`src/rtl/lsu_mem_access.sv`:
```
// lsu_mem_access: load/store access unit.
// Accepts one load/store request at a time. Each legal request becomes a single
// word-aligned valid/ready transaction on the data-memory port. The unit then
// returns extended load data, or a store acknowledge, to writeback.
//
// State table
//   state  | meaning
//   IDLE   | reqReady high, waiting for a request
//   REQ    | memReqValid high, request fields held until memReqReady
//   WAIT   | request accepted by memory, waiting for memRespValid
//   DONE   | respValid high, result held until respReady
//
// Ports
//   clk, rst_n                   core clock, async active-low reset
//   reqValid/reqReady            request handshake from execute
//   readMemEnable/writeMemEnable load / store select from the decoder
//   memOP                        funct3 size/sign code
//   addr, storeData              effective address, rs2 value
//   respValid/respReady          result handshake to writeback
//   loadData, accessErr          extended load result, error flag
//   memReqValid/memReqReady      memory request handshake
//   memWen, memAddr, memWdata, memWmask   memory request fields
//   memRespValid, memRdata       memory read data / write ack
module lsu_mem_access #(
    parameter int ADDR_W = 32,
    parameter int DATA_W = 32
) (
    input  logic                clk,
    input  logic                rst_n,
    input  logic                reqValid,
    output logic                reqReady,
    input  logic                readMemEnable,
    input  logic                writeMemEnable,
    input  logic [2:0]          memOP,
    input  logic [ADDR_W-1:0]   addr,
    input  logic [DATA_W-1:0]   storeData,
    output logic                respValid,
    input  logic                respReady,
    output logic [DATA_W-1:0]   loadData,
    output logic                accessErr,
    output logic                memReqValid,
    input  logic                memReqReady,
    output logic                memWen,
    output logic [ADDR_W-1:0]   memAddr,
    output logic [DATA_W-1:0]   memWdata,
    output logic [DATA_W/8-1:0] memWmask,
    input  logic                memRespValid,
    input  logic [DATA_W-1:0]   memRdata
);

    typedef enum logic [1:0] {
        S_IDLE = 2'd0,
        S_REQ  = 2'd1,
        S_WAIT = 2'd2,
        S_DONE = 2'd3
    } state_t;

    state_t              state_q, state_d;
    logic [2:0]          op_q;
    logic                wen_q;
    logic [ADDR_W-1:0]   addr_q;
    logic [DATA_W-1:0]   wdata_q;
    logic [DATA_W/8-1:0] wmask_q;
    logic [DATA_W-1:0]   load_q;
    logic                err_q;

    logic                is_mem;
    logic                illegal;
    logic                accept;
    logic [DATA_W/8-1:0] st_mask;
    logic [DATA_W-1:0]   st_wdata;
    logic [DATA_W-1:0]   shifted;
    logic [DATA_W-1:0]   ld_ext;

    assign accept = (state_q == S_IDLE) && reqValid;

    // Request legality. The opcode and alignment checks only apply when the
    // request actually touches memory.
    always_comb begin
        is_mem  = readMemEnable | writeMemEnable;
        illegal = 1'b0;
        if (readMemEnable && writeMemEnable) begin
            illegal = 1'b1;
        end else if (is_mem) begin
            if (memOP inside {3'b011, 3'b110, 3'b111}) begin
                illegal = 1'b1;
            end else if (writeMemEnable && memOP[2]) begin
                illegal = 1'b1;
            end else if ((memOP[1:0] == 2'b01) && addr[0]) begin
                illegal = 1'b1;
            end else if ((memOP[1:0] == 2'b10) && (addr[1:0] != 2'b00)) begin
                illegal = 1'b1;
            end
        end
    end

    // Store byte lanes: the data is replicated across the word so the strobe
    // alone selects the written bytes.
    always_comb begin
        st_mask  = '0;
        st_wdata = '0;
        if (writeMemEnable) begin
            case (memOP[1:0])
                2'b00: begin
                    st_mask  = 4'b0001 << addr[1:0];
                    st_wdata = {4{storeData[7:0]}};
                end
                2'b01: begin
                    st_mask  = 4'b0011 << {addr[1], 1'b0};
                    st_wdata = {2{storeData[15:0]}};
                end
                default: begin
                    st_mask  = 4'b1111;
                    st_wdata = storeData;
                end
            endcase
        end
    end

    // Load extraction from the returned word. Word loads are always aligned,
    // so the shifted word equals the raw word for them.
    always_comb begin
        shifted = memRdata >> {addr_q[1:0], 3'b000};
        case (op_q)
            3'b000:  ld_ext = {{24{shifted[7]}}, shifted[7:0]};
            3'b001:  ld_ext = {{16{shifted[15]}}, shifted[15:0]};
            3'b100:  ld_ext = {24'd0, shifted[7:0]};
            3'b101:  ld_ext = {16'd0, shifted[15:0]};
            default: ld_ext = shifted;
        endcase
    end

    always_comb begin
        state_d = state_q;
        case (state_q)
            S_IDLE: begin
                if (reqValid) begin
                    state_d = (illegal || !is_mem) ? S_DONE : S_REQ;
                end
            end
            S_REQ: begin
                if (memReqReady) state_d = S_WAIT;
            end
            S_WAIT: begin
                if (memRespValid) state_d = S_DONE;
            end
            S_DONE: begin
                if (respReady) state_d = S_IDLE;
            end
            default: state_d = S_IDLE;
        endcase
    end

    always_ff @(posedge clk or negedge rst_n) begin
        if (!rst_n) begin
            state_q <= S_IDLE;
        end else begin
            state_q <= state_d;
        end
    end

    always_ff @(posedge clk or negedge rst_n) begin
        if (!rst_n) begin
            op_q    <= '0;
            wen_q   <= 1'b0;
            addr_q  <= '0;
            wdata_q <= '0;
            wmask_q <= '0;
            load_q  <= '0;
            err_q   <= 1'b0;
        end else begin
            if (accept) begin
                op_q    <= memOP;
                wen_q   <= writeMemEnable;
                addr_q  <= addr;
                wdata_q <= st_wdata;
                wmask_q <= st_mask;
                err_q   <= illegal;
                load_q  <= '0;
            end
            if ((state_q == S_WAIT) && memRespValid && !wen_q) begin
                load_q <= ld_ext;
            end
        end
    end

    // reqReady is gated by rst_n so every output reads low while reset is held.
    assign reqReady    = rst_n && (state_q == S_IDLE);
    assign respValid   = (state_q == S_DONE);
    assign loadData    = load_q;
    assign accessErr   = err_q && (state_q == S_DONE);
    assign memReqValid = (state_q == S_REQ);
    assign memWen      = (state_q == S_REQ) && wen_q;
    assign memAddr     = (state_q == S_REQ) ? {addr_q[ADDR_W-1:2], 2'b00} : '0;
    assign memWdata    = (state_q == S_REQ) ? wdata_q : '0;
    assign memWmask    = (state_q == S_REQ) ? wmask_q : '0;

endmodule

```
`config.mk`:
```
export PLATFORM = sky130hd
export DESIGN_NAME = lsu_mem_access
export DESIGN_NICKNAME = d
export VERILOG_FILES = /design/src/rtl/lsu_mem_access.sv
export SDC_FILE = /design/constraint.sdc
export NUM_CORES = 1
export LEC_CHECK = 0
export CAP_MARGIN = 10
export CORE_MARGIN = 1.5
export CORE_UTILIZATION = 41
export CTS_CLUSTER_SIZE = 24
export DETAILED_ROUTE_END_ITERATION = 10
export PLACE_DENSITY = 0.76
export SLEW_MARGIN = 0
export SYNTH_ARGS = -nofsm -noshare
export SYNTH_HDL_FRONTEND = slang
export SYNTH_SLANG_ARGS = --single-unit
```
`constraint.sdc`:
```
create_clock -name clk -period 2.3 [get_ports clk]
set_input_delay 0.46 -clock clk [delete_from_list [all_inputs] [get_ports clk]]
set_output_delay 0.46 -clock clk [all_outputs]
set_load 0.02 [all_outputs]
```
# Yosys cells after proc, flatten, opt, wreduce, memory -nomap -nowiden
# Cells that the tools add are included.
# op_classes
shifts,3
n_bitwise,1
div_mod_pow,0
magnitude_cmp,0
eq_ne,15
n_mux,22
addsub,0
n_reduce_logical,20
multipliers,0
# ops
cell,n
$mux W32,5
$pmux W32 S4,1
$pmux W32 S2,1
$shr A32 B5 Y32,1
$eq A3 B3 Y1 const B,4
$logic_and A1 B1 Y1,10
$mux W2,5
$mux W4,2
$pmux W2 S4,1
$pmux W4 S2,1
$eq A2 B2 Y1 const B,3
$mux W1,6
$eq A2 B1 Y1 const B,2
$logic_not A2 Y1,2
$ne A2 B1 Y1 const B,2
$ne A2 B2 Y1 const B,2
$reduce_and A4 Y1,1
$reduce_bool A2 Y1,2
$shl A1 B2 Y4 const A,1
$shl A2 B2 Y4 const A,1
$eq A3 B1 Y1 const B,1
$eq A3 B2 Y1 const B,1
$logic_not A3 Y1,1
$reduce_bool A3 Y1,1
3 further kinds,4
# totals
register_bits,107
latchBits,0
ram_bits,0
out_inout_bits,105
n_memories,0
mem_bits_ro,0

# Logic depth before layout (Yosys ltp)
# Gate-level depths: netlist of the first run.
# depth
depth_word,12
mapped_depth,7
depth_no_buf,6

# Worst setup path before layout of the first run
# Ideal clock, no wire load.
# synth_timing
kind,register to output
startpoint,register state_q[1]
endpoint,output memWdata[10]
setup_slack_ns,0.312
required_ns,1.840
t_arrival_ns,1.528
stages_incl_launch_ff,6
path_buffers,2
cell_sequence,dfrtp_1 -> inv_1 -> ha_1 -> clkbuf_1 -> clkbuf_1 -> and2_1
# synth_via
elab_chain_len,2
# synth_lines
item,line_no,text
"start, declared",58,"state_t state_q, state_d;"
"start signal, assigned",158,state_q <= state_d;
$eq A2 B1 Y1,--,
via memReqValid,41,"output logic memReqValid,"
$mux W32,195,assign memWdata = (state_q == S_REQ) ? wdata_q : '0;
"end, declared",45,"output logic [DATA_W-1:0] memWdata,"
# The timed path passes the listed nets, and every way through them passes these cells.

# Final worst setup path of the first run
# layout_timing
startpoint,register state_q[1]
endpoint,output memAddr[22]
# layout_via
elab_chain_len,2
# layout_lines
item,line_no,text
$eq A2 B1 Y1,194,"assign memAddr = (state_q == S_REQ) ? {addr_q[ADDR_W-1:2], 2'b00} : '0;"
$mux W32,194,
"end, declared",44,"output logic [ADDR_W-1:0] memAddr,"
# No other way between the ends.

==> flow_summary_export.csv, run 1 <==
group,metric,value,unit
power,peakVddDrop,0.000496,V
routing,routed-via-count,4689,
routing,antenna_left,0,
clock_tree,cts-hold-fix-buffers,0,
grt,antenna_found_initial,0,
final_layout,fin_nets,844,
job,cap_violations,0,
clock_tree,h-tree-depth,3,
critical_path,cp.arrival,1.79,ns
floorplanning,coreArea,13200,sq um
sta,period_needed,2.25,ns
critical_path,crit_fanout,39,
worst_hold_path,hp-class,"primary input to asynchronous set/reset pin",
sta,fmax,445,MHz
clock_tree,clock_sinks,107,
clock_tree,cts_made_buffers,9,
sta,hold_violations,0,
sta,fin_skew,0.00411,ns
sta,setup_viol,0,
final_layout,area_growth,45.6,%
yosys,ys_types,34,
grt,grt_pass1_wl,24900,um
routing,first_pass_iters,5,
floorplanning,die_x,119,um
clock_tree,root_buffer,"clkbuf_16",
power,p_clk_frac,0.176,
floorplanning,initial_core_util,0.418,
critical_path,cp-start-kind,"flop",
place,hpwl,11400,um
floorplanning,core.rowCount,42,
sta,tns,0,ns
floorplanning,ioPinCount,212,
power,p_per_area,1150,nW/um^2
yosys,yosysSeqAreaShare,0.486,
sta,finalCritPeriodShare,0.977,
yosys,avgSynthCellArea,10.2,sq um
power,p_leak,3.60,nW
power,swShare,0.374,
yosys,yosysWarnings,0,
grt,grt_pass1_vias,4854,
sta,worst_pin_slew,0.589,ns
routing,drt_iter0_drc,354,
routing,wl_per_cell,17.0,um
routing,drc,0,
clock_tree,cts_tree,"built",
clock_tree,clk_latency,0.34,ns
critical_path,cp.required,1.84,ns
power,combinationalPowerShare,0.474,
power,switchingPower,0.00344,W
clock_tree,clock_path_buffers,2,
routing,totalWireLength,15500,um
sta,rsz0062_at_grt,"no",
critical_path,crit_path_end_kind,"output pin",
power,pwr-share-seq,0.350,
power,internal_power,0.00576,W
place,postPlaceCellArea,7840,sq um
sta,slew_violations,0,
sta,relSlewSlack,0.607,
final_layout,final_cell_area,8020,sq um
floorplanning,die_area,14100,sq um
final_layout,drive_above_1_share,0.162,
floorplanning,die_y,119,um
final_layout,diodes,0,
grt,grt.total_usage,0.220,
clock_tree,cts.reportedPaths.clkPinSlew,0.07,ns
place,routabilityCongestion,0.904,
grt,grt_max_degree,108,
status,status,"finished, final reports clean",
yosys,syn_area,5510,sq um
critical_path,crit_type,"flop to output pin",
place,numPortBuffers,209,
yosys,syn_inst,538,
grt,grt_overflow_total,0,
yosys,ys_ff_latch,107,
routing,viasPerCell,5.15,
[cell type report]
class / count / area, sq um
clock buffers: 9 / 225
repair buffers: 225 / 2160
flip-flops and latches: 107 / 2680
multi-input cells: 383 / 2640
fillers: 1115 / 5170
well taps: 176 / 220
clock inverters: 5 / 78.8
inverters: 6 / 22.5
[power by group through the flow]
stage	Combinational, W	Clock [W]	Sequential [W]
CTS	0.00439	0.00165	0.00323
global route	0.00471	0.00171	0.00333
finish	0.00435	0.00162	0.00322
global placement	0.00447	0	0.00321
floorplan	0.00256	0	0.00332
detailed placement	0.00461	0	0.00325
[routing by layer]
| metal | vias to the layer above | global-route usage | routed length (um) |
|---|---|---|---|
| met1 | 2251 | 0.271 | 6520 |
| met2 | 182 | 0.385 | 7600 |
| met3 | 15 | 0.0623 | 1160 |
| met4 | 0 | 0.0505 | 228 |
| met5 | - | 0 | 0 |
| li1 | 2241 | - | - |
[synthesized netlist by cell type]
| cell type | number | share of area |
|---|---|---|
| o31ai_1 | 1 | 0.0014 |
| inv_1 | 6 | 0.0041 |
| a211o_1 | 1 | 0.0016 |
| nand3b_1 | 8 | 0.011 |
| o32a_1 | 1 | 0.0018 |
| and2_0 | 1 | 0.0011 |
| buf_4 | 2 | 0.0027 |
| a21oi_1 | 21 | 0.019 |
| nor3b_1 | 1 | 0.0014 |
| a221o_1 | 6 | 0.011 |
| nor3_1 | 1 | 0.00091 |
| mux2i_1 | 29 | 0.053 |
| and2_1 | 69 | 0.078 |
| nor2b_1 | 17 | 0.019 |
| buf_2 | 2 | 0.0018 |
| nor4_1 | 1 | 0.0011 |
| nand2b_1 | 4 | 0.0045 |
| and3_1 | 1 | 0.0011 |
| nor3b_2 | 2 | 0.0045 |
| a221o_2 | 9 | 0.018 |
| nand3_1 | 17 | 0.015 |
| conb_1 | 1 | 0.00068 |
| mux2_2 | 48 | 0.098 |
| o21ai_0 | 67 | 0.061 |
| or2_2 | 1 | 0.0011 |
| clkbuf_1 | 37 | 0.025 |
| buf_6 | 2 | 0.0041 |
| dfrtp_1 | 107 | 0.49 |
| mux4_2 | 2 | 0.0082 |
| nor2_1 | 13 | 0.0089 |
| nand2_1 | 52 | 0.035 |
| nor4_4 | 1 | 0.0039 |
| o221ai_1 | 2 | 0.0032 |
| ha_1 | 5 | 0.011 |
[layout by cell type, fill, tap and decap left out, drive strengths merged, types with 3 or more instances in the layout]
master and count:
clkdlybuf4s50 139, dlygate4sd2 9, clkdlybuf4s15 36, a21oi 21, inv 7, nor3b 3
clkbuf 32, mux2i 29, and2 70, nand3 17, nand2b 4, nor2b 17
nand2 52, ha 5, nor2 13, buf 17, a221o 15, dfrtp 107
o21ai 67, nand3b 8, mux2 48
[through the flow]
stage / setup WS (ns) / utilization / std cells / hold slack (ns) / total power (W)
final: 0.0527 / 0.608 / 911 / 0.179 / 0.00919
after global routing: 0.000139 / 0.608 / 911 / 0.247 / 0.00975
after CTS: 0.00138 / 0.611 / 911 / 0.245 / 0.00927
after detailed placement: 0.0422 / 0.595 / 897 / 0.450 / 0.00786
after global placement: 0.103 / 0.595 / 897 / 0.447 / 0.00768
after floorplan: 0.312 / - / 539 / 0.164 / 0.00588
[worst max-delay path, cell delays in order (launching register included)]
cell             delay, ns
dfrtp_1               0.40
inv_1                 0.13
ha_2                  0.25
buf_12                0.19
and2_1                0.15
clkdlybuf4s15_1       0.31
[cell families (layout without fill, tap and decap cells)]
logic type,Yosys count,in the layout,synth area share
fa+ha+maj,5,5,0.0114
flops,107,107,0.486
mux,79,79,0.159
other cells,1,2,0.000681
buf+inv,49,245,0.0379
simple gates,189,189,0.188
compound gates,108,108,0.117
[registers in the layout, summed over array words and instances (netlist names)]
| signal | flops |
|---|---|
| err_q | 1 |
| wen_q | 1 |
| op_q | 3 |
| wdata_q | 32 |
| state_q | 2 |
| wmask_q | 4 |
| loadData | 32 |
| addr_q | 32 |
[final timing paths]
check                                            start                       end  cells after the start  slack [ns]
worst max-delay path            state_q[1]$_DFFE_PN0P_               memAddr[22]                      5        0.05
worst min-delay path                             rst_n    addr_q[16]$_DFFE_PN0P_                      2        0.18
worst max register to register  state_q[0]$_DFFE_PN0P_  loadData[27]$_DFFE_PN0P_                      6        0.30
worst min register to register  wmask_q[3]$_DFFE_PN0P_    wmask_q[3]$_DFFE_PN0P_                      2        0.46
max in group asynchronous                        rst_n  loadData[27]$_DFFE_PN0P_                      2        1.65
min in group clk                wmask_q[3]$_DFFE_PN0P_    wmask_q[3]$_DFFE_PN0P_                      2        0.46
[timing repair]
action                                  4_1_cts  5_1_grt
endpoints found under the setup margin       68       60
endpoints found under the hold margin         0        0
setup buffers                                 0        0
gates resized for setup                      70       81
No activity file was read; power rests on OpenSTA's default activity.
==> run 2, diff against run 1 <==
--- a/config.mk
+++ b/config.mk
@@ -5,7 +5,7 @@
 export SDC_FILE = /design/constraint.sdc
 export NUM_CORES = 1
 export LEC_CHECK = 0
-export CAP_MARGIN = 10
+export CAP_MARGIN = 5
 export CORE_MARGIN = 1.5
 export CORE_UTILIZATION = 41
 export CTS_CLUSTER_SIZE = 24
==> results of run 2 <==
Same layout as run 1: the final DEF is identical, and so are final timing and power.
==> run 3, diff against run 2 <==
--- a/config.mk
+++ b/config.mk
@@ -10,7 +10,8 @@
 export CORE_UTILIZATION = 41
 export CTS_CLUSTER_SIZE = 24
 export DETAILED_ROUTE_END_ITERATION = 10
-export PLACE_DENSITY = 0.76
+export GPL_ROUTABILITY_DRIVEN = 0
+export PLACE_DENSITY_LB_ADDON = 0.25
 export SLEW_MARGIN = 0
 export SYNTH_ARGS = -nofsm -noshare
 export SYNTH_HDL_FRONTEND = slang
==> run 3 against run 2 <==
Compared with the run above:
- global-route usage shrank 0.20 points
- clock power shrank 6%
- cell count grew 0.44%
- combinational power is essentially flat
- wire length shrank 1.1%
- clock-buffer cell count grew 2
- sequential power grew 1%
- non-clock buffer count grew 3
- die area is the same
- via count shrank 0.11%
- critical endpoint is now memWdata[7]
- first-iteration DRC count shrank 26%
- largest power group unchanged
- sequential share of layout area grew 0.33 points
==> flow_summary_export.csv, run 3 (synthesis results as in run 1) <==
group,metric,value,unit
clock_tree,clock_path_buffers,2,
power,internal_power,0.00565,W
power,switchingPower,0.00347,W
critical_path,critPathSlowestCell,"dfrtp_1",
grt,grt_overflow_total,0,
power,pwr-share-seq,0.357,
sta,worst_pin_slew,0.774,ns
sta,finalCritPeriodShare,0.967,
sta,hold_violations,0,
routing,drt_iter0_drc,263,
critical_path,max_stage_delay,0.41,ns
clock_tree,root_buffer,"clkbuf_16",
critical_path,cp.required,1.84,ns
clock_tree,cts_tree,"built",
floorplanning,initial_core_util,0.418,
grt,grt_max_degree,64,
power,peakVddDrop,0.000390,V
clock_tree,cts.reportedPaths.clkPinSlew,0.07,ns
critical_path,r2r-start,"state_q[0]$_DFFE_PN0P_",
grt,grt.total_usage,0.218,
routing,drc,0,
routing,viasPerCell,5.12,
clock_tree,clock_sinks,107,
sta,tns,0,ns
critical_path,cp.arrival,1.76,ns
sta,rsz0062_at_grt,"no",
place,numPortBuffers,209,
job,cap_violations,0,
power,p_leak,3.58,nW
clock_tree,cts_made_buffers,9,
grt,grt_pass1_vias,4758,
critical_path,crit_start,"state_q[1]$_DFFE_PN0P_",
routing,antenna_left,0,
final_layout,drive_above_1_share,0.189,
clock_tree,clk_latency,0.34,ns
sta,setup_viol,0,
final_layout,layout_commonest_cell,"clkdlybuf4s50_1",
critical_path,crit_path_end_kind,"output pin",
routing,routed-via-count,4684,
sta,period_needed,2.22,ns
routing,first_pass_iters,4,
sta,fmax,450,MHz
critical_path,rr_worst_depth,6,
floorplanning,die_area,14100,sq um
critical_path,worst-r2r-setup-slack,0.27,ns
final_layout,fin_nets,847,
critical_path,critPathTopFamily,"buffers and inverters",
critical_path,crit_type,"flop to output pin",
final_layout,final.fill_count,1132,
clock_tree,cts-hold-fix-buffers,0,
floorplanning,die_y,119,um
worst_hold_path,hp-class,"primary input to asynchronous set/reset pin",
status,status,"finished, final reports clean",
final_layout,layout_common_cells,"clkdlybuf4s50_1 (138), dfrtp_1 (107), and2_1 (69)",
clock_tree,h-tree-depth,3,
sta,slew_violations,0,
critical_path,timing.rr.end,"loadData[27]$_DFFE_PN0P_",
critical_path,cp-start-kind,"flop",
critical_path,critPathBufInv,3,
floorplanning,ioPinCount,212,
power,swShare,0.381,
place,hpwl,11000,um
grt,grt_pass1_wl,24600,um
critical_path,crit_fanout,35,
power,p_per_area,1150,nW/um^2
routing,wl_per_cell,16.8,um
floorplanning,die_x,119,um
final_layout,finalCoreUtilization,0.602,
routing,totalWireLength,15300,um
final_layout,diodes,0,
floorplanning,coreArea,13200,sq um
grt,antenna_found_initial,0,
clock_tree,cts_setup_buffers,0,
power,combinationalPowerShare,0.477,
critical_path,cp_cell_sequence,"inv_1 -> ha_4 -> buf_12 -> and2_1 -> clkdlybuf4s15_1",
sta,fin_skew,0.00666,ns
sta,relSlewSlack,0.484,
power,p_clk_frac,0.166,
floorplanning,core.rowCount,42,
final_layout,area_growth,44.2,%
==> run 3: per-stage QoR <==
step | total power, W | hold slack (ns) | cells | area, sq um | setup slack (ns)
after global routing | 0.00970 | 0.291 | 915 | 7940 | 0.000455
final | 0.00913 | 0.236 | 915 | 7940 | 0.0768
after floorplan | 0.00588 | 0.164 | 539 | 5510 | 0.312
after global placement | 0.00762 | 0.450 | 899 | 7820 | 0.100
after CTS | 0.00922 | 0.267 | 915 | 8060 | 0.0105
after detailed placement | 0.00780 | 0.460 | 899 | 7820 | 0.0445
==> run 3: power by group through the flow <==
stage / Sequential, W / Clock (W) / Combinational, W
2_1_floorplan: 0.00332 / 0 / 0.00256
3_3_place_gp: 0.00323 / 0 / 0.00440
3_5_place_dp: 0.00327 / 0 / 0.00453
4_1_cts: 0.00325 / 0.00156 / 0.00441
5_1_grt: 0.00335 / 0.00164 / 0.00471
6_report: 0.00326 / 0.00152 / 0.00435
==> run 3: final cells by class <==
| class | count | area, sq um | area share |
|---|---|---|---|
| flip-flops and latches | 107 | 2680 | 0.337 |
| multi-input cells | 383 | 2650 | 0.333 |
| repair buffers | 228 | 2090 | 0.263 |
| clock buffers | 11 | 233 | 0.0293 |
| well taps | 176 | 220 | 0.0277 |
| clock inverters | 4 | 51.3 | 0.00646 |
| inverters | 6 | 22.5 | 0.00284 |
==> run 3: worst max path at each step <==
stage               depth (start not counted)  slack (ns)                        to
global placement                            6        0.10  loadData[31]$_DFFE_PN0P_
global route                                5      0.0005               memWdata[4]
floorplan                                   5        0.31              memWdata[10]
CTS                                         5        0.01              memWdata[10]
detailed placement                          6        0.04  loadData[31]$_DFFE_PN0P_
finish                                      5        0.08               memWdata[7]
==> run 3: what timing repair did <==
item,4_1_cts,5_1_grt
setup endpoints to repair,68,66
pin swaps,0,0
gates cloned,1,0
resized for setup,75,106
==> run 3: routing by layer <==
metal  routed length, um  GRT usage  part of all wire  vias up
met1                6840      0.285              0.45     2246
met2                7330      0.363              0.48      177
met3                 984     0.0560             0.064       14
met5                   0          0                 0        -
li1                    -          -                 -     2247
met4                 200     0.0557             0.013        0
